## src/rtl/wb_lsu_adapter_if.sv

```systemverilog
// Bus bundle between the CPU Wishbone port, the load/store adapter and the word-organised BRAM.
// The slave modport is the adapter's view; master is the CPU plus memory side.
interface wb_lsu_adapter_if;
    logic        i_wb_stb;
    logic        i_wb_we;
    logic [31:0] i_wb_addr;
    logic [31:0] i_wb_data;
    logic [2:0]  i_wb_sel;
    logic [31:0] o_wb_data;
    logic        o_wb_ack;
    logic        o_wb_stall;
    logic        o_wb_err;
    logic        o_mem_stb;
    logic        o_mem_we;
    logic [31:0] o_mem_addr;
    logic [31:0] o_mem_data;
    logic [3:0]  o_mem_sel;
    logic [31:0] i_mem_data;
    logic        i_mem_ack;
    logic        i_mem_stall;

    modport slave (
        input  i_wb_stb, i_wb_we, i_wb_addr, i_wb_data, i_wb_sel,
        output o_wb_data, o_wb_ack, o_wb_stall, o_wb_err,
        output o_mem_stb, o_mem_we, o_mem_addr, o_mem_data, o_mem_sel,
        input  i_mem_data, i_mem_ack, i_mem_stall
    );

    modport master (
        output i_wb_stb, i_wb_we, i_wb_addr, i_wb_data, i_wb_sel,
        input  o_wb_data, o_wb_ack, o_wb_stall, o_wb_err,
        input  o_mem_stb, o_mem_we, o_mem_addr, o_mem_data, o_mem_sel,
        output i_mem_data, i_mem_ack, i_mem_stall
    );
endinterface

```

## src/rtl/wb_lsu_adapter.sv

```systemverilog
// Byte-addressed RV32 load/store adapter onto a 32-bit word memory: lane shifting,
// load extension and two-beat splitting of accesses that straddle a word boundary.
module wb_lsu_adapter #(
    parameter bit          ALLOW_MISALIGNED = 1'b1,
    parameter logic [31:0] ERR_DATA         = 32'h0000_0000
) (
    input  logic           i_clk,
    input  logic           i_reset,
    wb_lsu_adapter_if.slave bus
);

    localparam logic [2:0] S_IDLE  = 3'd0;
    localparam logic [2:0] S_BEAT0 = 3'd1;
    localparam logic [2:0] S_WAIT0 = 3'd2;
    localparam logic [2:0] S_BEAT1 = 3'd3;
    localparam logic [2:0] S_WAIT1 = 3'd4;
    localparam logic [2:0] S_RESP  = 3'd5;

    logic [2:0]  state;
    logic        err_q;
    logic        we_q;
    logic [1:0]  off_q;
    logic [2:0]  f3_q;
    logic [7:0]  mask_q;
    logic [63:0] sdata_q;
    logic [29:0] wa_q;
    logic [31:0] w0_q;
    logic [31:0] w1_q;

    logic [3:0]  base;
    logic [7:0]  mask_n;
    logic [63:0] sdata_n;
    logic        misaligned;
    logic        illegal;
    logic        accept;

    // Extract the addressed bytes from the two captured words and extend per funct3.
    function automatic logic [31:0] load_extend(input logic [2:0] f3,
                                                input logic [63:0] words,
                                                input logic [1:0] off);
        logic [31:0] r;
        r = 32'(words >> {off, 3'b000});
        case (f3)
            3'b000:  return {{24{r[7]}}, r[7:0]};
            3'b001:  return {{16{r[15]}}, r[15:0]};
            3'b100:  return {24'd0, r[7:0]};
            3'b101:  return {16'd0, r[15:0]};
            default: return r;
        endcase
    endfunction

    always_comb begin
        case (bus.i_wb_sel[1:0])
            2'b00:   base = 4'b0001;
            2'b01:   base = 4'b0011;
            default: base = 4'b1111;
        endcase
        mask_n     = {4'b0000, base} << bus.i_wb_addr[1:0];
        sdata_n    = {32'd0, bus.i_wb_data} << {bus.i_wb_addr[1:0], 3'b000};
        misaligned = ((bus.i_wb_sel[1:0] == 2'b01) && bus.i_wb_addr[0]) ||
                     ((bus.i_wb_sel[1:0] == 2'b10) && (bus.i_wb_addr[1:0] != 2'b00));
        illegal    = (bus.i_wb_sel == 3'b011) || (bus.i_wb_sel == 3'b110) ||
                     (bus.i_wb_sel == 3'b111) || (bus.i_wb_we && bus.i_wb_sel[2]) ||
                     (!ALLOW_MISALIGNED && misaligned);
        accept     = (state == S_IDLE) && bus.i_wb_stb;
    end

    // Control: reset abandons any transfer, so a late memory ack lands in IDLE and is dropped.
    always_ff @(posedge i_clk) begin
        if (i_reset) begin
            state <= S_IDLE;
            err_q <= 1'b0;
        end else begin
            case (state)
                S_IDLE: if (accept) begin
                    err_q <= illegal;
                    state <= illegal ? S_RESP : S_BEAT0;
                end
                S_BEAT0: if (!bus.i_mem_stall) state <= S_WAIT0;
                S_WAIT0: if (bus.i_mem_ack) state <= (mask_q[7:4] != 4'd0) ? S_BEAT1 : S_RESP;
                S_BEAT1: if (!bus.i_mem_stall) state <= S_WAIT1;
                S_WAIT1: if (bus.i_mem_ack) state <= S_RESP;
                S_RESP:  state <= S_IDLE;
                default: state <= S_IDLE;
            endcase
        end
    end

    // Request and read-data holding registers carry no reset; every output is gated by state.
    always_ff @(posedge i_clk) begin
        if (accept) begin
            we_q    <= bus.i_wb_we;
            off_q   <= bus.i_wb_addr[1:0];
            f3_q    <= bus.i_wb_sel;
            mask_q  <= mask_n;
            sdata_q <= sdata_n;
            wa_q    <= bus.i_wb_addr[31:2];
            w1_q    <= 32'd0;
        end
        if ((state == S_WAIT0) && bus.i_mem_ack) w0_q <= bus.i_mem_data;
        if ((state == S_WAIT1) && bus.i_mem_ack) w1_q <= bus.i_mem_data;
    end

    always_comb begin
        bus.o_mem_stb  = 1'b0;
        bus.o_mem_we   = 1'b0;
        bus.o_mem_addr = 32'd0;
        bus.o_mem_data = 32'd0;
        bus.o_mem_sel  = 4'd0;
        if (state == S_BEAT0) begin
            bus.o_mem_stb  = !bus.i_mem_stall;
            bus.o_mem_we   = we_q;
            bus.o_mem_addr = {2'b00, wa_q};
            bus.o_mem_data = sdata_q[31:0];
            bus.o_mem_sel  = mask_q[3:0];
        end else if (state == S_BEAT1) begin
            bus.o_mem_stb  = !bus.i_mem_stall;
            bus.o_mem_we   = we_q;
            bus.o_mem_addr = {2'b00, wa_q + 30'd1};
            bus.o_mem_data = sdata_q[63:32];
            bus.o_mem_sel  = mask_q[7:4];
        end

        bus.o_wb_ack   = (state == S_RESP);
        bus.o_wb_err   = (state == S_RESP) && err_q;
        bus.o_wb_stall = (state != S_IDLE);
        bus.o_wb_data  = 32'd0;
        if (state == S_RESP) begin
            if (err_q)      bus.o_wb_data = ERR_DATA;
            else if (!we_q) bus.o_wb_data = load_extend(f3_q, {w1_q, w0_q}, off_q);
        end
    end

endmodule
```

## src/flat_wrapper.sv

```systemverilog
// flat-port wrapper written by rule: the top's interface ports become plain ports
module wb_lsu_adapter_flat 
#(
    parameter bit          ALLOW_MISALIGNED = 1'b1,
    parameter logic [31:0] ERR_DATA         = 32'h0000_0000
)
  (i_clk, i_reset, bus_i_wb_stb, bus_i_wb_we, bus_i_wb_addr, bus_i_wb_data, bus_i_wb_sel, bus_o_wb_data, bus_o_wb_ack, bus_o_wb_stall, bus_o_wb_err, bus_o_mem_stb, bus_o_mem_we, bus_o_mem_addr, bus_o_mem_data, bus_o_mem_sel, bus_i_mem_data, bus_i_mem_ack, bus_i_mem_stall);
  wb_lsu_adapter_if bus_i ();
  input  logic i_clk;
  input  logic i_reset;
  input wire logic [$bits(bus_i.i_wb_stb)-1:0] bus_i_wb_stb;
  input wire logic [$bits(bus_i.i_wb_we)-1:0] bus_i_wb_we;
  input wire logic [$bits(bus_i.i_wb_addr)-1:0] bus_i_wb_addr;
  input wire logic [$bits(bus_i.i_wb_data)-1:0] bus_i_wb_data;
  input wire logic [$bits(bus_i.i_wb_sel)-1:0] bus_i_wb_sel;
  output wire logic [$bits(bus_i.o_wb_data)-1:0] bus_o_wb_data;
  output wire logic [$bits(bus_i.o_wb_ack)-1:0] bus_o_wb_ack;
  output wire logic [$bits(bus_i.o_wb_stall)-1:0] bus_o_wb_stall;
  output wire logic [$bits(bus_i.o_wb_err)-1:0] bus_o_wb_err;
  output wire logic [$bits(bus_i.o_mem_stb)-1:0] bus_o_mem_stb;
  output wire logic [$bits(bus_i.o_mem_we)-1:0] bus_o_mem_we;
  output wire logic [$bits(bus_i.o_mem_addr)-1:0] bus_o_mem_addr;
  output wire logic [$bits(bus_i.o_mem_data)-1:0] bus_o_mem_data;
  output wire logic [$bits(bus_i.o_mem_sel)-1:0] bus_o_mem_sel;
  input wire logic [$bits(bus_i.i_mem_data)-1:0] bus_i_mem_data;
  input wire logic [$bits(bus_i.i_mem_ack)-1:0] bus_i_mem_ack;
  input wire logic [$bits(bus_i.i_mem_stall)-1:0] bus_i_mem_stall;
  assign bus_i.i_wb_stb = bus_i_wb_stb;
  assign bus_i.i_wb_we = bus_i_wb_we;
  assign bus_i.i_wb_addr = bus_i_wb_addr;
  assign bus_i.i_wb_data = bus_i_wb_data;
  assign bus_i.i_wb_sel = bus_i_wb_sel;
  assign bus_o_wb_data = bus_i.o_wb_data;
  assign bus_o_wb_ack = bus_i.o_wb_ack;
  assign bus_o_wb_stall = bus_i.o_wb_stall;
  assign bus_o_wb_err = bus_i.o_wb_err;
  assign bus_o_mem_stb = bus_i.o_mem_stb;
  assign bus_o_mem_we = bus_i.o_mem_we;
  assign bus_o_mem_addr = bus_i.o_mem_addr;
  assign bus_o_mem_data = bus_i.o_mem_data;
  assign bus_o_mem_sel = bus_i.o_mem_sel;
  assign bus_i.i_mem_data = bus_i_mem_data;
  assign bus_i.i_mem_ack = bus_i_mem_ack;
  assign bus_i.i_mem_stall = bus_i_mem_stall;
  wb_lsu_adapter #(.ALLOW_MISALIGNED(ALLOW_MISALIGNED), .ERR_DATA(ERR_DATA)) u_core (.i_clk(i_clk), .i_reset(i_reset), .bus(bus_i));
endmodule
```

## config.mk

```make
export PLATFORM = sky130hd
export DESIGN_NAME = wb_lsu_adapter_flat
export DESIGN_NICKNAME = d
export VERILOG_FILES = /design/src/rtl/wb_lsu_adapter_if.sv /design/src/rtl/wb_lsu_adapter.sv /design/src/flat_wrapper.sv
export SDC_FILE = /design/constraint.sdc
export NUM_CORES = 1
export LEC_CHECK = 0
export ABC_AREA = 1
export CAP_MARGIN = 20
export CORE_MARGIN = 2
export CORE_UTILIZATION = 50
export CTS_CLUSTER_DIAMETER = 50
export CTS_CLUSTER_SIZE = 30
export DETAILED_ROUTE_END_ITERATION = 7
export DONT_BUFFER_PORTS = 1
export GPL_TIMING_DRIVEN = 0
export PLACE_DENSITY = 0.74
export SLEW_MARGIN = 20
export SYNTH_ARGS = -nofsm -noshare
export SYNTH_HDL_FRONTEND = slang
export SYNTH_SLANG_ARGS = --single-unit
```

## constraint.sdc

```tcl
create_clock -name i_clk -period 9.8 [get_ports i_clk]
set_input_delay 1.96 -clock i_clk [delete_from_list [all_inputs] [get_ports i_clk]]
set_output_delay 1.96 -clock i_clk [all_outputs]
set_load 0.02 [all_outputs]
```

==> results.md, run 1 <==
* Count of different cell masters after synthesis at 38
* Initial antenna violation count at 1
* Detailed Route Iter0 Violations at between 600 and 700
* Power per unit of standard cell area at about 260 nW/µm²
* # DRC at 0
* Combined global-route utilization of all metal layers at 26.0%
* Cell area after technology mapping at around 8600 µm²
* Highest clock rate at between 0.2 and 0.25 GHz
* Setup repair after global routing missed its margin: no
* Number of setup buffers added after CTS at 0
* Portion of synthesized cell area occupied by the leading cell type at around 54%
* Per-cell via count in the routed design at around 5.6
* Number of nets in the finished design at between 1000 and 1500
* Final setup violating endpoints at 0
* Yosys warns at 0
* 1st-pass router iterations at 5
* Die Y at 135 µm
* CTS Root Buffer Type: clkbuf_16
* Async S/R FF share, synth at 0%
* Fraction of the cycle the final worst path needs at roughly 45%
* Static leakage power at a little under 4 nW
* Avg Inst Size Synth at around 8.7 µm²
* Maximum number of pins on one net before global-route repair at ~80
* Post-detailed-placement half-perimeter wirelength at 17.6 mm
* Width of the die at about 140 µm
* Core Util, Final at a little under three fifths
* Top cells by area, synth: edfxtp_1 (54%), nand2_1 (9.8%), nor2_1 (7.7%)
* Worst Hold Class: flop to flop
* Layout Cells excl Fill at about 1300
* Post-synthesis register bit count at approximately 160
* Count of flip-flops with a built-in enable after synthesis at 155
* TritonCTS sink count at 159
* Std cell rows at 48
* Final routed wire length divided by cell count at slightly below 20 µm
* Data arrival, critical path at 2.44 ns
* Effective utilization at floorplan at between 50 and 60%
* Clock latency at the later pin of the worst-skew pair at ~0.43 ns
* Instance count of the mapped netlist at 997
* Instance count after placement with tap cells included at ~1200
* I/O pin count at 210
* Slew headroom at around 47%
* Cell accounting for the most synthesized area: edfxtp_1
* Post-route worst setup slack at 5.40 ns
* Hold buffer count at cts at 0
* Bufs on Longest Clock Path at 2
* Worst Setup Start Kind: flop
* Max-cap violations at 0
* Antenna Diode Count at 0
* Final setup TNS at 0 ns
* Number of H-tree levels at 4
* Gr ovfl total at 0
* Origin of the worst min-delay path: u_core.err_q
* Top flip-flop cell by instance count after synthesis: edfxtp_1
* Detailed-route wire length at ~24 mm
* Post-CTS Resized at 0
* Pin slew with the least headroom to its limit at 0.792 ns
* Final period demand of the worst path at approximately 4.4 ns
* CP max FO at 6
* Worst setup startpoint: u_core.wa_q[0]
* Total power consumption of the routed design at about 2.5 mW
* Endpoint type of the worst setup path: output pin
* Number of global-route vias before repair at 6510
* Critical Path RT at around 7.8 ns
* Layout cell share with drive strength beyond 1 at ~8.4%
* Fin. Hold Viols at 0
* TritonCTS Buffers at 17
* TritonCTS clock tree: built
* Via count at roughly 7100
* Worst Skew at around 0.012 ns
* Kind of critical path: flop to output pin
* Number of nets with antenna violations after routing at 0
* Seq/Total Area, Yosys at between 50% and 60%
* Core area at 17100 µm²
* Wire length of the first global-routing pass at 35.4 mm
* Worst r2r src: u_core.state[1]
* Clk slew on worst S/H paths at approximately 0.060 ns
* Worst ir drop on vdd at roughly 0.00017 V
* Status: complete, no violations
* Routability Congestion at 0.952
* Filler instances at approximately 1500
* Count of input and output buffers at 0
* Worst slack at placement at 5.47 ns
* Area delta synth->final at 10.6%
* Final max-slew violation count at 0
* Area of the die at 18300 µm²
-- power by group --
group	switching [mW]	leakage, nW	internal, mW
Combinational	0.598	2.13	0.193
Sequential	0.0893	1.50	0.959
Clock	0.297	0.270	0.335
-- cell usage in the layout, fill, tap and decap left out, drive strengths merged --
| cell type | instances |
|---|---|
| o21ai | 62 |
| o21a | 1 |
| nand3 | 66 |
| dfxtp | 4 |
| a22o | 28 |
| or2 | 3 |
| nand4 | 2 |
| inv | 118 |
| a31oi | 8 |
| nand3b | 1 |
| clkinvlp | 2 |
| o31ai | 1 |
| conb | 2 |
| ha | 1 |
| clkinv | 8 |
| buf | 29 |
| o22ai | 9 |
| nor2 | 193 |
| mux2i | 23 |
| nor3 | 6 |
| a21oi | 42 |
| edfxtp | 155 |
| clkbuf | 37 |
| a21boi | 1 |
| nand2 | 228 |
| a22oi | 1 |
| o21bai | 1 |
-- through the flow --
step / hold slack, ns / cell area, µm²
6_report: 0.575 / 9540
3_3_place_gp: 0.536 / 8910
3_5_place_dp: 0.562 / 8980
4_1_cts: 0.577 / 9540
5_1_grt: 0.604 / 9540
2_1_floorplan: 0.522 / 8630
-- metal layers --
metal,wire length [µm],track usage [%]
met1,9350,32.3
met2,11600,42.2
met3,2680,9.24
met4,609,9.03
met5,0,0
-- cell families after synthesis --
family          count (synthesis)  share of synthesized area, %
compound gates                154                          10.5
other cells                     1                        0.0435
simple gates                  499                          24.1
buf+inv                       160                          7.64
flops                         159                          54.9
mux                            23                          2.67
fa+ha+maj                       1                         0.145
-- critical path, stage by stage, from the launching register on --
cell,delay [ns]
edfxtp_1,0.42
ha_1,0.30
nand2_1,0.13
nor2_1,0.14
nand2_1,0.18
nor2_2,0.25
nand3_1,0.13
nand2_1,0.08
nand2_1,0.04
nor2_1,0.34
-- state kept, by name, indices dropped and copies added, names as in the netlist --
name and flops:
u_core.wa_q 30, u_core.mask_q 7, u_core.f3_q 3, u_core.w1_q 24, u_core.we_q 1, u_core.w0_q 32
u_core.err_q 1, u_core.state 3, u_core.sdata_q 56, u_core.off_q 2
-- final timing paths --
path,slack [ns],cells after the start,endpoint
worst max-delay path,5.40,9,bus_o_mem_addr[20]
worst min-delay path,0.57,1,u_core.err_q
worst max register to register,7.40,5,u_core.w1_q[23]
worst min register to register,0.57,1,u_core.err_q
-- synthesized netlist by cell type, types with 5 or more instances --
cell type and number:
buf_1 5, o22ai_1 9, a22o_1 28, nor3_1 5, nor2_1 178, o21ai_0 59
buf_2 13, a21oi_1 42, nand2_1 225, nor2_2 14, mux2i_1 23, inv_1 109
buf_4 7, edfxtp_1 155, clkbuf_1 19, a31oi_1 8, nand3_1 63
-- area by class of cell --
cell class,count,area [µm²],share of cell area [%]
timing repair buffer,2,55.1,0.577
clock inverter,14,131,1.38
clock buffer,18,429,4.50
sequential,159,4730,49.6
buffer,46,230,2.41
multi-input combinational,679,3250,34.0
inverter,114,434,4.55
tap,225,282,2.95
No activity file was read; power rests on OpenSTA's default activity.
==> run 2: changes to the inputs <==
--- a/config.mk
+++ b/config.mk
@@ -14,7 +14,7 @@
 export DETAILED_ROUTE_END_ITERATION = 7
 export DONT_BUFFER_PORTS = 1
 export GPL_TIMING_DRIVEN = 0
-export PLACE_DENSITY = 0.74
+export PLACE_DENSITY = 0.77
 export SLEW_MARGIN = 20
 export SYNTH_ARGS = -nofsm -noshare
 export SYNTH_HDL_FRONTEND = slang
==> constraint.sdc (replaced) <==
create_clock -name i_clk -period 3.5 [get_ports i_clk]
set_input_delay 0.7 -clock i_clk [delete_from_list [all_inputs] [get_ports i_clk]]
set_output_delay 0.7 -clock i_clk [all_outputs]
set_load 0.02 [all_outputs]
==> run 2 against run 1 <==
Against the previous run: largest cell class unchanged; sequential power grew to 2.8 times the previous value; worst setup slack worse by 5.0 ns; non-clock buffer count unchanged; via count is 1.1% higher.
==> results.md, run 2 (synthesized netlist as in run 1, its figures left out) <==
* Post-CTS Resized at 0 (unchanged)
* Number of global-route vias before repair at 6412 (-1.5%)
* Max FFs per register at 56 (unchanged)
* Worst ir drop on vdd at 0.000364 V (+120%)
* Detailed Route Iter0 Violations at 632 (+2.4%)
* 1st-pass router iterations at 5 (unchanged)
* Post-route worst setup slack at 0.399 ns (-5.00 ns)
* Portion of total power attributed to combinational logic at 31.7% (-0.3 points)
* Number of setup buffers added after CTS at 0 (unchanged)
* Gr ovfl total at 0 (unchanged)
* Combined global-route utilization of all metal layers at 26.0% (+0.037 points)
* CTS Root Buffer Type: clkbuf_16
* Count of input and output buffers at 0 (unchanged)
* Register with the highest flop count: u_core.sdata_q
* Fraction of the cycle the final worst path needs at between 80% and 90%
* Area of the multi-input gates at 3250 µm² (unchanged)
* TritonCTS sink count at 159 (unchanged)
* Std cell rows at 48 (unchanged)
* Switching power share of the total at 38.6% (-1.2 points)
* Highest-count cells in the layout ignoring fill and taps: nand2_1 (224), nor2_1 (177), edfxtp_1 (155), inv_1 (108), nand3_1 (63)
* Area delta synth->final at 10.9%
* Register-to-Register Path Depth at 5 (unchanged)
* Part of the total power dissipated in the clock network at 26.4% (+0.8 points)
* Sequential share of power at 41.9% (-0.5 points)
* Origin of the worst min-delay path: i_reset
* Power per unit of standard cell area at 730 nW/µm² (+180%)
* Max-cap violations at 0 (unchanged)
* Internal power of the cells at 4.29 mW (+190%)
* Detailed-route wire length at 24.1 mm (-0.64%)
* Filler instances at 1554 (+2.0%)
* P_sw at 2.70 mW (+170%)
* Pin slew with the least headroom to its limit at 0.763 ns (-0.0294 ns)
* Status: complete, no violations
* Total power consumption of the routed design at 6.99 mW (+180%)
* Area of the die at 18300 µm² (unchanged)
* Final setup TNS at 0 ns (unchanged)
* Worst setup startpoint: u_core.wa_q[0]
* Bufs on Longest Clock Path at 2 (unchanged)
* Core area at 17100 µm² (unchanged)
* Final max-slew violation count at 0 (unchanged)
* Clk slew on worst S/H paths at 0.07 ns (about the same)
* Wire length of the first global-routing pass at 35.6 mm (+0.51%)
* Width of the die at 135 µm (unchanged)
* Worst Skew at 0.00844 ns (-0.00399 ns)
* Via count at 7144 (+1.1%)
* Hold WS at 0.338 ns (-0.236 ns)
* Post-detailed-placement half-perimeter wirelength at 17.6 mm (about the same)
* Worst r2r src: u_core.state[1]
* Slew headroom at 48.7% (+2.1 points)
* Fin. Hold Viols at 0 (unchanged)
* Worst Setup Start Kind: flop
* Most frequent standard cell in the layout excluding fill and tap cells: nand2_1
* Data arrival, critical path at 2.40 ns (-0.04 ns)
* Setup repair after global routing missed its margin: no
* CP max FO at 6 (unchanged)
* Layout cell share with drive strength beyond 1 at 8.34% (-0.089 points)
* Maximum number of pins on one net before global-route repair at 75 (-7.4%)
* Die Y at 135 µm (unchanged)
* Worst reg-to-reg setup slack at 1.14 ns (-6.26 ns)
* Number of nets with antenna violations after routing at 0 (unchanged)
* Static leakage power at 3.91 nW (+0.38%)
* Final routed wire length divided by cell count at 19.2 µm (-0.56%)
* Clock latency at the later pin of the worst-skew pair at 0.43 ns (about the same)
* Initial antenna violation count at 1 (unchanged)
* Register Area at 4730 µm² (unchanged)
* Kind of critical path: flop to output pin
* Worst Hold Class: input pin to flop
* Worst hold stages at 1 (unchanged)
* Critical Path RT at 2.80 ns (-5.04 ns)
* Final period demand of the worst path at 3.10 ns
* Effective utilization at floorplan at 50.6% (unchanged)
* Number of H-tree levels at 4 (unchanged)
* Hold buffer count at cts at 0 (unchanged)
* Per-cell via count in the routed design at 5.69 (+1.2%)
* Antenna Diode Count at 0 (unchanged)
* Routability Congestion at 0.951 (-0.17%)
* Registers with the most flip-flops: u_core.sdata_q x56, u_core.w0_q x32, u_core.wa_q x30
* TritonCTS Buffers at 17 (unchanged)
* TritonCTS clock tree: built
* Endpoint type of the worst setup path: output pin
* Highest clock rate at 0.322 GHz
* Worst slack at placement at 0.694 ns (-4.77 ns)
* Number of nets in the finished design at 1125 (unchanged)
* I/O pin count at 210 (unchanged)
* # DRC at 0 (unchanged)
* Final setup violating endpoints at 0 (unchanged)
==> run 2: path summary, 6_finish.rpt <==
path	end
worst min register to register	u_core.err_q
worst min-delay path	u_core.state[2]
worst max-delay path	bus_o_mem_addr[20]
worst max register to register	u_core.w1_q[21]
==> run 2: power groups by stage <==
stage	Sequential [mW]	Combinational [mW]	Clock (mW)
final	2.93	2.21	1.85
after global routing	2.97	2.42	1.93
after CTS	2.92	2.20	1.86
after detailed placement	2.96	2.19	0
after global placement	2.99	2.11	0
after floorplan	2.91	1.66	0
==> run 2: metal layers <==
metal  global-route usage, %  share of wire, %  up-vias
met5                       0             0.033        -
met4                    9.49               2.8        2
met3                    8.75                11       53
met2                    42.6                48      414
met1                    32.2                38     3314
li1                        -                 -     3361
==> run 2: area by class of cell <==
class | instances | area share [%]
buffer | 46 | 2.41
clock buffer | 18 | 4.49
clock inverter | 13 | 1.60
inverter | 114 | 4.54
multi-input combinational | 679 | 34.0
sequential | 159 | 49.5
tap | 225 | 2.94
timing repair buffer | 2 | 0.576
==> run 2: critical path, cell delays in order (launching register included) <==
cell,delay [ns]
edfxtp_1,0.40
ha_1,0.30
nand2_1,0.13
nor2_1,0.14
nand2_1,0.17
nor2_2,0.26
nand3_1,0.13
nand2_1,0.08
nand2_1,0.05
nor2_1,0.32
==> run 2: metrics by stage <==
stage	cells	area [µm²]	util [%]
2_1_floorplan	998	8630	-
3_3_place_gp	1223	8910	52.3
3_5_place_dp	1225	8980	52.7
4_1_cts	1256	9560	56.1
5_1_grt	1256	9570	56.1
6_report	1256	9570	56.1
